<file path="src/rtl/adc_stream_arbiter.sv">
// Round-robin arbiter that frames one channel's stream per grant: a header beat
// followed by BURST_LEN data beats onto the shared 128-bit capture path.
module adc_stream_arbiter #(
  parameter int NUM_CHANNELS = 4,
  parameter int BURST_LEN    = 16,
  localparam int CW          = $clog2(NUM_CHANNELS)
) (
  input  logic                        pl_clk,
  input  logic                        rst,
  input  logic [NUM_CHANNELS-1:0]     chan_enable,
  input  logic [NUM_CHANNELS*128-1:0] s_axis_tdata,
  input  logic [NUM_CHANNELS-1:0]     s_axis_tvalid,
  output logic [NUM_CHANNELS-1:0]     s_axis_tready,
  output logic [127:0]                m_axis_tdata,
  output logic                        m_axis_tvalid,
  input  logic                        m_axis_tready,
  output logic                        m_axis_tlast,
  output logic [CW-1:0]               active_chan,
  output logic                        busy,
  output logic [31:0]                 seq_num
);

  typedef enum logic [1:0] {
    S_IDLE,
    S_HEADER,
    S_DATA
  } state_t;

  localparam logic [15:0] HDR_MAGIC = 16'hADC0;
  localparam logic [15:0] LAST_BEAT = 16'(BURST_LEN - 1);
  localparam logic [CW-1:0] MAX_CHAN = CW'(NUM_CHANNELS - 1);

  state_t        state;
  logic [CW-1:0] rr_ptr;
  logic [15:0]   beat_cnt;
  logic [127:0]  header_q;

  logic [NUM_CHANNELS-1:0] req;
  logic                    grant_found;
  logic [CW-1:0]           grant_idx;
  logic [127:0]            chan_data [NUM_CHANNELS];
  logic [127:0]            granted_tdata;
  logic                    granted_tvalid;
  logic                    granted_hs;
  logic                    last_beat;
  logic [CW-1:0]           next_ptr;

  for (genvar c = 0; c < NUM_CHANNELS; c++) begin : g_unpack
    assign chan_data[c] = s_axis_tdata[128*c +: 128];
  end

  assign req            = s_axis_tvalid & chan_enable;
  assign granted_tdata  = chan_data[active_chan];
  assign granted_tvalid = s_axis_tvalid[active_chan];
  assign granted_hs     = (state == S_DATA) && granted_tvalid && m_axis_tready;
  assign last_beat      = (beat_cnt == LAST_BEAT);
  assign next_ptr       = (active_chan == MAX_CHAN) ? '0 : active_chan + 1'b1;
  assign busy           = (state != S_IDLE);

  // Search starts at rr_ptr (one past the last grant) and wraps.
  always_comb begin
    int idx;
    // NOTE: every combinational output gets a default first so no path leaves
    // it unassigned; that is what keeps this block free of inferred latches.
    grant_found = 1'b0;
    grant_idx   = '0;
    idx         = 0;
    for (int i = 0; i < NUM_CHANNELS; i++) begin
      idx = int'(rr_ptr) + i;
      if (idx >= NUM_CHANNELS) idx = idx - NUM_CHANNELS;
      if (!grant_found && req[idx]) begin
        grant_found = 1'b1;
        grant_idx   = CW'(idx);
      end
    end
  end

  always_ff @(posedge pl_clk) begin
    // NOTE: state registers use non-blocking assignments so every flop samples
    // the pre-edge values regardless of statement order.
    if (rst) begin
      state       <= S_IDLE;
      rr_ptr      <= '0;
      active_chan <= '0;
      beat_cnt    <= '0;
      seq_num     <= '0;
      header_q    <= '0;
    end else begin
      case (state)
        S_IDLE: begin
          if (grant_found) begin
            active_chan <= grant_idx;
            header_q    <= {HDR_MAGIC, 8'(grant_idx), 16'(BURST_LEN), seq_num, 56'd0};
            state       <= S_HEADER;
          end
        end
        S_HEADER: begin
          if (m_axis_tready) begin
            seq_num  <= seq_num + 32'd1;
            beat_cnt <= '0;
            state    <= S_DATA;
          end
        end
        S_DATA: begin
          if (granted_hs) begin
            if (last_beat) begin
              rr_ptr <= next_ptr;
              state  <= S_IDLE;
            end else begin
              beat_cnt <= beat_cnt + 16'd1;
            end
          end
        end
        default: state <= S_IDLE;
      endcase
    end
  end

  // DATA is a straight pass-through; the only ready path is downstream ready
  // to the granted source.
  always_comb begin
    m_axis_tdata  = '0;
    m_axis_tvalid = 1'b0;
    m_axis_tlast  = 1'b0;
    s_axis_tready = '0;
    case (state)
      S_HEADER: begin
        m_axis_tdata  = header_q;
        m_axis_tvalid = 1'b1;
      end
      S_DATA: begin
        m_axis_tdata               = granted_tdata;
        m_axis_tvalid              = granted_tvalid;
        m_axis_tlast               = last_beat;
        s_axis_tready[active_chan] = m_axis_tready;
      end
      default: ;
    endcase
  end

endmodule

</file>
<file path="config.mk">
export PLATFORM = sky130hd
export DESIGN_NAME = adc_stream_arbiter
export DESIGN_NICKNAME = d
export VERILOG_FILES = /design/src/rtl/adc_stream_arbiter.sv
export SDC_FILE = /design/constraint.sdc
export NUM_CORES = 1
export LEC_CHECK = 0
export CORE_AREA = 2 2 269 271
export DETAILED_ROUTE_END_ITERATION = 8
export DIE_AREA = 0 0 271 273
export PLACE_DENSITY = 0.4
export SKIP_CTS_REPAIR_TIMING = 1
export SYNTH_ARGS = -nofsm -noshare
export SYNTH_HDL_FRONTEND = slang
export SYNTH_SLANG_ARGS = --single-unit
</file>
<file path="constraint.sdc">
create_clock -name pl_clk -period 2.7 [get_ports pl_clk]
set_clock_uncertainty 0.2 [all_clocks]
set_input_delay 0.81 -clock pl_clk [delete_from_list [all_inputs] [get_ports pl_clk]]
set_output_delay 0.81 -clock pl_clk [all_outputs]
set_load 0.02 [all_outputs]
</file>
== Word-level counts from Yosys, hierarchy flattened ==
Cells that the tools add are included.

* Register bits: 90
* Input bits: 523
* Output and inout port bits: 169
* Logic and storage cells: 101

* $add $sub $neg: 10
* Order comparisons: 11
* Equality and inequality tests: 9
* Multiplexer cells: 45
* Bitwise gates (word level): 3
* Reductions and logical operators: 17

{| class="wikitable"
|+ Operators by type and width
! kind !! number
|-
| binary-select mux 128 bit (select 2 bit) || 1
|-
| two-way mux 128 bit || 2
|-
| one-hot mux 128 bit (2 select lines) || 1
|-
| < comparator 32 x 4 -> 1 bit, second input constant || 4
|-
| two-way mux 32 bit || 4
|-
| two-way mux 16 bit || 3
|-
| adder 32 x 1 -> 32 bit, second input constant || 1
|-
| one-hot mux 16 bit (2 select lines) || 1
|-
| two-way mux 2 bit || 9
|-
| adder 16 x 1 -> 16 bit, second input constant || 1
|-
| equality test 16 x 4 -> 1 bit, second input constant || 1
|-
| two-way mux 1 bit || 15
|-
| greater-or-equal comparator 3 bit, second input constant || 4
|-
| subtractor 3 x 3 -> 4 bit, second input constant || 3
|-
| binary-select mux 1 bit (select 2 bit) || 5
|-
| inequality test 2 bit, second input constant || 5
|-
| AND 4 bit || 2
|-
| AND reduction 4 bit || 2
|-
| adder 2 x 2 -> 3 bit, second input constant || 2
|-
| logical AND 1 bit || 6
|-
| one-hot mux 2 bit (3 select lines) || 1
|-
| equality test 2 bit, second input constant || 2
|-
| two-way mux 4 bit || 1
|-
| AND reduction 2 bit || 2
|-
| other kinds (14) || 17
|}

== Longest topological paths before layout ==
* Depth after elaboration: 17
* Mapped depth: 9
* Depth with buffers taken out: 7

== Worst setup path before layout ==
OpenSTA, ideal clock, no wires.

* Kind: reg-to-output
* Start point: register state[0]
* End point: output port m_axis_tdata[103]
* Data arrival time: 1959 ps
* Required time: 1690 ps
* Slack: -269 ps
* Cell stages (with the launch flop): 9
* Path through: dfxtp_1 -> inv_1 -> ha_1 -> clkbuf_1 -> and2_1 -> clkbuf_1 -> clkbuf_1 -> clkbuf_1 -> and2_1

* Word-level cells in the longest chain between the ends: 2

{| class="wikitable"
|+ RTL lines
! item !! line !! RTL
|-
| start: declaration || 33 || <nowiki>state_t state;</nowiki>
|-
| start signal: assignment || 82 || <nowiki>state <= S_IDLE;</nowiki>
|-
| start signal: assignment || 94 || <nowiki>state <= S_HEADER;</nowiki>
|-
| start signal: assignment || 101 || <nowiki>state <= S_DATA;</nowiki>
|-
| equality test 2 bit or equality test 2 x 1 -> 1 bit (tied branches) || 126 || <nowiki>case (state)</nowiki>
|-
| one-hot mux 128 bit (2 select lines) (*) || 126 ||
|-
| end: declaration || 14 || <nowiki>output logic [127:0] m_axis_tdata,</nowiki>
|}

Mark *: on every way between the ends. The rest lies on a longest branch, timed or not.

== Final worst setup path ==
* Start point: input port s_axis_tdata[447]
* End point: output port m_axis_tdata[63]

* Word-level cells in the longest chain between the ends: 4

{| class="wikitable"
|+ RTL lines
! item !! line !! RTL
|-
| start: declaration || 11 || <nowiki>input logic [NUM_CHANNELS*128-1:0] s_axis_tdata,</nowiki>
|-
| binary-select mux 128 bit (select 2 bit) || 53 || <nowiki>assign granted_tdata = chan_data[active_chan];</nowiki>
|-
| two-way mux 128 bit (not written as such) (2 in series) || 53 ||
|-
| one-hot mux 128 bit (2 select lines) || 126 ||
|}

Every way passes these cells. The select of a mux whose other input is x is not followed.

==> flow_summary.json <==
{
  "cts_root_buffer": "clkbuf_16",
  "critPathKind": "in -> out",
  "power_density_mw_per_mm2": 352,
  "insertion_delay_ps": 350,
  "outcome": "complete, but fails checks",
  "rsz0062_at_grt": "yes",
  "grt_overflow_total": 0,
  "vias": 10300,
  "slew_violations": 0,
  "finalHoldViolCount": 0,
  "grt_usage": 0.157,
  "drv_cap": 0,
  "ys_ff_latch": 87,
  "start_util": 0.112,
  "yosys_warnings": 0,
  "port_buffers": 691,
  "ys.flop_type": "dfxtp_1",
  "wirelength_um": 65600,
  "path_clk_slew_ps": 70,
  "slowest_delay_ps": 530,
  "nets": 2125,
  "gp_congestion": 0.912,
  "setup_viol": 130,
  "numCtsBuffers": 9,
  "slew-limit-headroom": 0.757,
  "core_mm2": 0.0710,
  "cts_tree": "yes",
  "ant_nets": 0,
  "synth_top_area_frac": 0.361,
  "clockBufferDepth": 2,
  "grt_max_degree": 77,
  "cp_num_buf_inv": 2,
  "hold_path_class": "reg -> reg",
  "tightest_slew_ps": 363,
  "syn_nets": 1328,
  "path_max_fanout": 1,
  "die_y_um": 273,
  "worst-r2r-setup-slack_ps": 130,
  "async_flop_share": 0,
  "crit_slowest_cell": "mux4_2",
  "firstDrtPassIters": 5,
  "vdd.ir_drop.worst_v": 0.000265,
  "detail_route.wl_per_cell_um": 25.6,
  "layout-drive-gt1-share": 0.342,
  "end_kind": "output pin",
  "antenna_found_initial": 52,
  "drc": 0,
  "worstPathCellList": "clkdlybuf4s50_1 -> mux4_2 -> a22o_1 -> buf_6",
  "clkSinkCount": 87,
  "syn-cell-area_mm2": 0.00792,
  "final_core_util": 0.267,
  "synth.largest_area_cell": "mux4_2",
  "syn_inst": 796,
  "placedCellCount": 2484,
  "p_total_w": 0.00667,
  "leakagePower_nw": 9.10,
  "cp_top_family": "buffers and inverters",
  "fmax_mhz": 321,
  "synth_area_leaders": "mux4_2, dfxtp_1, and2_1",
  "stdcell_count": 2564,
  "drt-initial-drc-count": 462,
  "fin_ws_ps": -419,
  "htreeDepth": 3,
  "yosysSeqAreaShare": 0.220,
  "hold_depth": 2,
  "avgSynthCellArea_um2": 9.95,
  "worstSetupStartpointType": "primary input",
  "rows": 98,
  "vias_per_cell": 4.03,
  "die_w_um": 271,
  "area_delta_synth_final_pct": 139,
  "die-area_mm2": 0.0740,
  "worstPathRequired_ps": 1690,
  "period_needed_ps": 3120,
  "yosysUniqueCellTypes": 48,
  "dp_hpwl_um": 54100,
  "reg2regPathDepth": 11,
  "synth_edf_count": 0,
  "grt_pass1_wl_um": 81800,
  "cp_num_cells": 4,
  "boundaryPins": 692,
  "fin_crit_sh": 1.16,
  "first_global_vias": 10400,
  "violations": "setup timing",
  "critical_path_arrival_ps": 2110
}
-- worst paths after layout --
check	startpoint	end
worst min register to register	header_q[72]	header_q[72]
worst max register to register	state[0]	beat_cnt[6]
worst min-delay path	header_q[72]	header_q[72]
worst max-delay path	s_axis_tdata[447]	m_axis_tdata[63]
-- cell usage after synthesis (all sizes together), types with 3 or more instances --
| cell type | n |
|---|---|
| mux4 | 127 |
| nor4b | 3 |
| nand4 | 17 |
| or4 | 4 |
| or3 | 5 |
| nor4 | 5 |
| and2 | 93 |
| dfxtp | 87 |
| mux2i | 8 |
| ha | 9 |
| and4 | 11 |
| nand2 | 110 |
| a22o | 32 |
| nor3 | 4 |
| o211ai | 4 |
| nand2b | 3 |
| o21ai | 10 |
| inv | 8 |
| buf | 20 |
| and3 | 8 |
| nor2 | 51 |
| xor2 | 21 |
| nand3 | 19 |
| clkbuf | 54 |
| xnor2 | 13 |
| a21oi | 48 |
-- flip-flops by register name, indices dropped and copies added, names as in the netlist --
register	cells
header_q	34
seq_num	32
beat_cnt	16
rr_ptr	2
state	2
active_chan	1
-- where the power goes --
| part | switching [W] | internal (W) | total, W |
|---|---|---|---|
| clock network | 0.000584 | 0.000638 | 0.00122 |
| registers | 0.0000295 | 0.00131 | 0.00134 |
| logic | 0.00174 | 0.00236 | 0.00410 |
| total | 0.00235 | 0.00431 | 0.00667 |
-- metrics by stage --
step,area [um2],setup WS [ps],hold WS (ps),TNS [ps]
after floorplan,7990,-48.0,236,-2550
after global placement,17000,-920,245,-109840
after detailed placement,17000,-920,253,-110470
after CTS,17200,-928,270,-104850
after global routing,18900,-450,294,-45940
final,18900,-419,272,-38400
-- logic make-up after synthesis --
group                      synth area share
buffers and inverters                0.0428
xor gates and xnor gates             0.0376
muxes                                 0.374
adders and majority gates            0.0142
DFF                                   0.220
AOI/OAI and AO/OA                    0.0895
and+or+nand+nor                       0.222
-- tightest hold or removal path, stage by stage (launching register included) --
cell and delay (ps):
dfxtp_1 320, nand2_1 50, a21oi_1 50
-- area by class of cell --
cell class | count | area, um2
Fill cell | 7491 | 52100
Timing Repair Buffer | 860 | 9490
Multi-Input combinational cell | 627 | 6140
Sequential cell | 87 | 1750
Tap cell | 950 | 1190
Clock buffer | 9 | 225
Clock inverter | 7 | 55.1
Antenna cell | 16 | 40.0
Inverter | 8 | 32.5
-- placed cells by master, fill, tap and decap left out, types with 5 or more instances in the layout --
cell type	Yosys	final
or3_1	5	5
nand2_1	110	107
buf_12	0	27
dfxtp_1	87	83
clkdlybuf4s50_1	0	302
buf_6	0	118
clkbuf_2	0	6
xor2_1	21	21
a22o_4	0	5
a22o_1	32	27
and2_1	93	20
clkbuf_16	0	17
and4_1	11	11
nand4_1	17	17
o21ai_0	10	10
and3_1	8	6
diode_2	0	16
nor2_1	51	51
and2_4	0	63
nand3_1	18	18
xnor2_1	13	13
inv_1	8	6
and2_2	0	10
mux4_2	127	127
mux2i_1	8	7
buf_8	0	9
a21oi_1	48	48
dlymetal6s2s_1	0	256
buf_4	3	108
buf_2	16	22
-- per-layer routing --
| metal | track usage | wire, um |
|---|---|---|
| met5 | 0 | 131 |
| met4 | 0.0602 | 2480 |
| met3 | 0.0611 | 5750 |
| met2 | 0.265 | 32000 |
| met1 | 0.179 | 25200 |
Note: power is estimated with default switching activity, not from simulation.
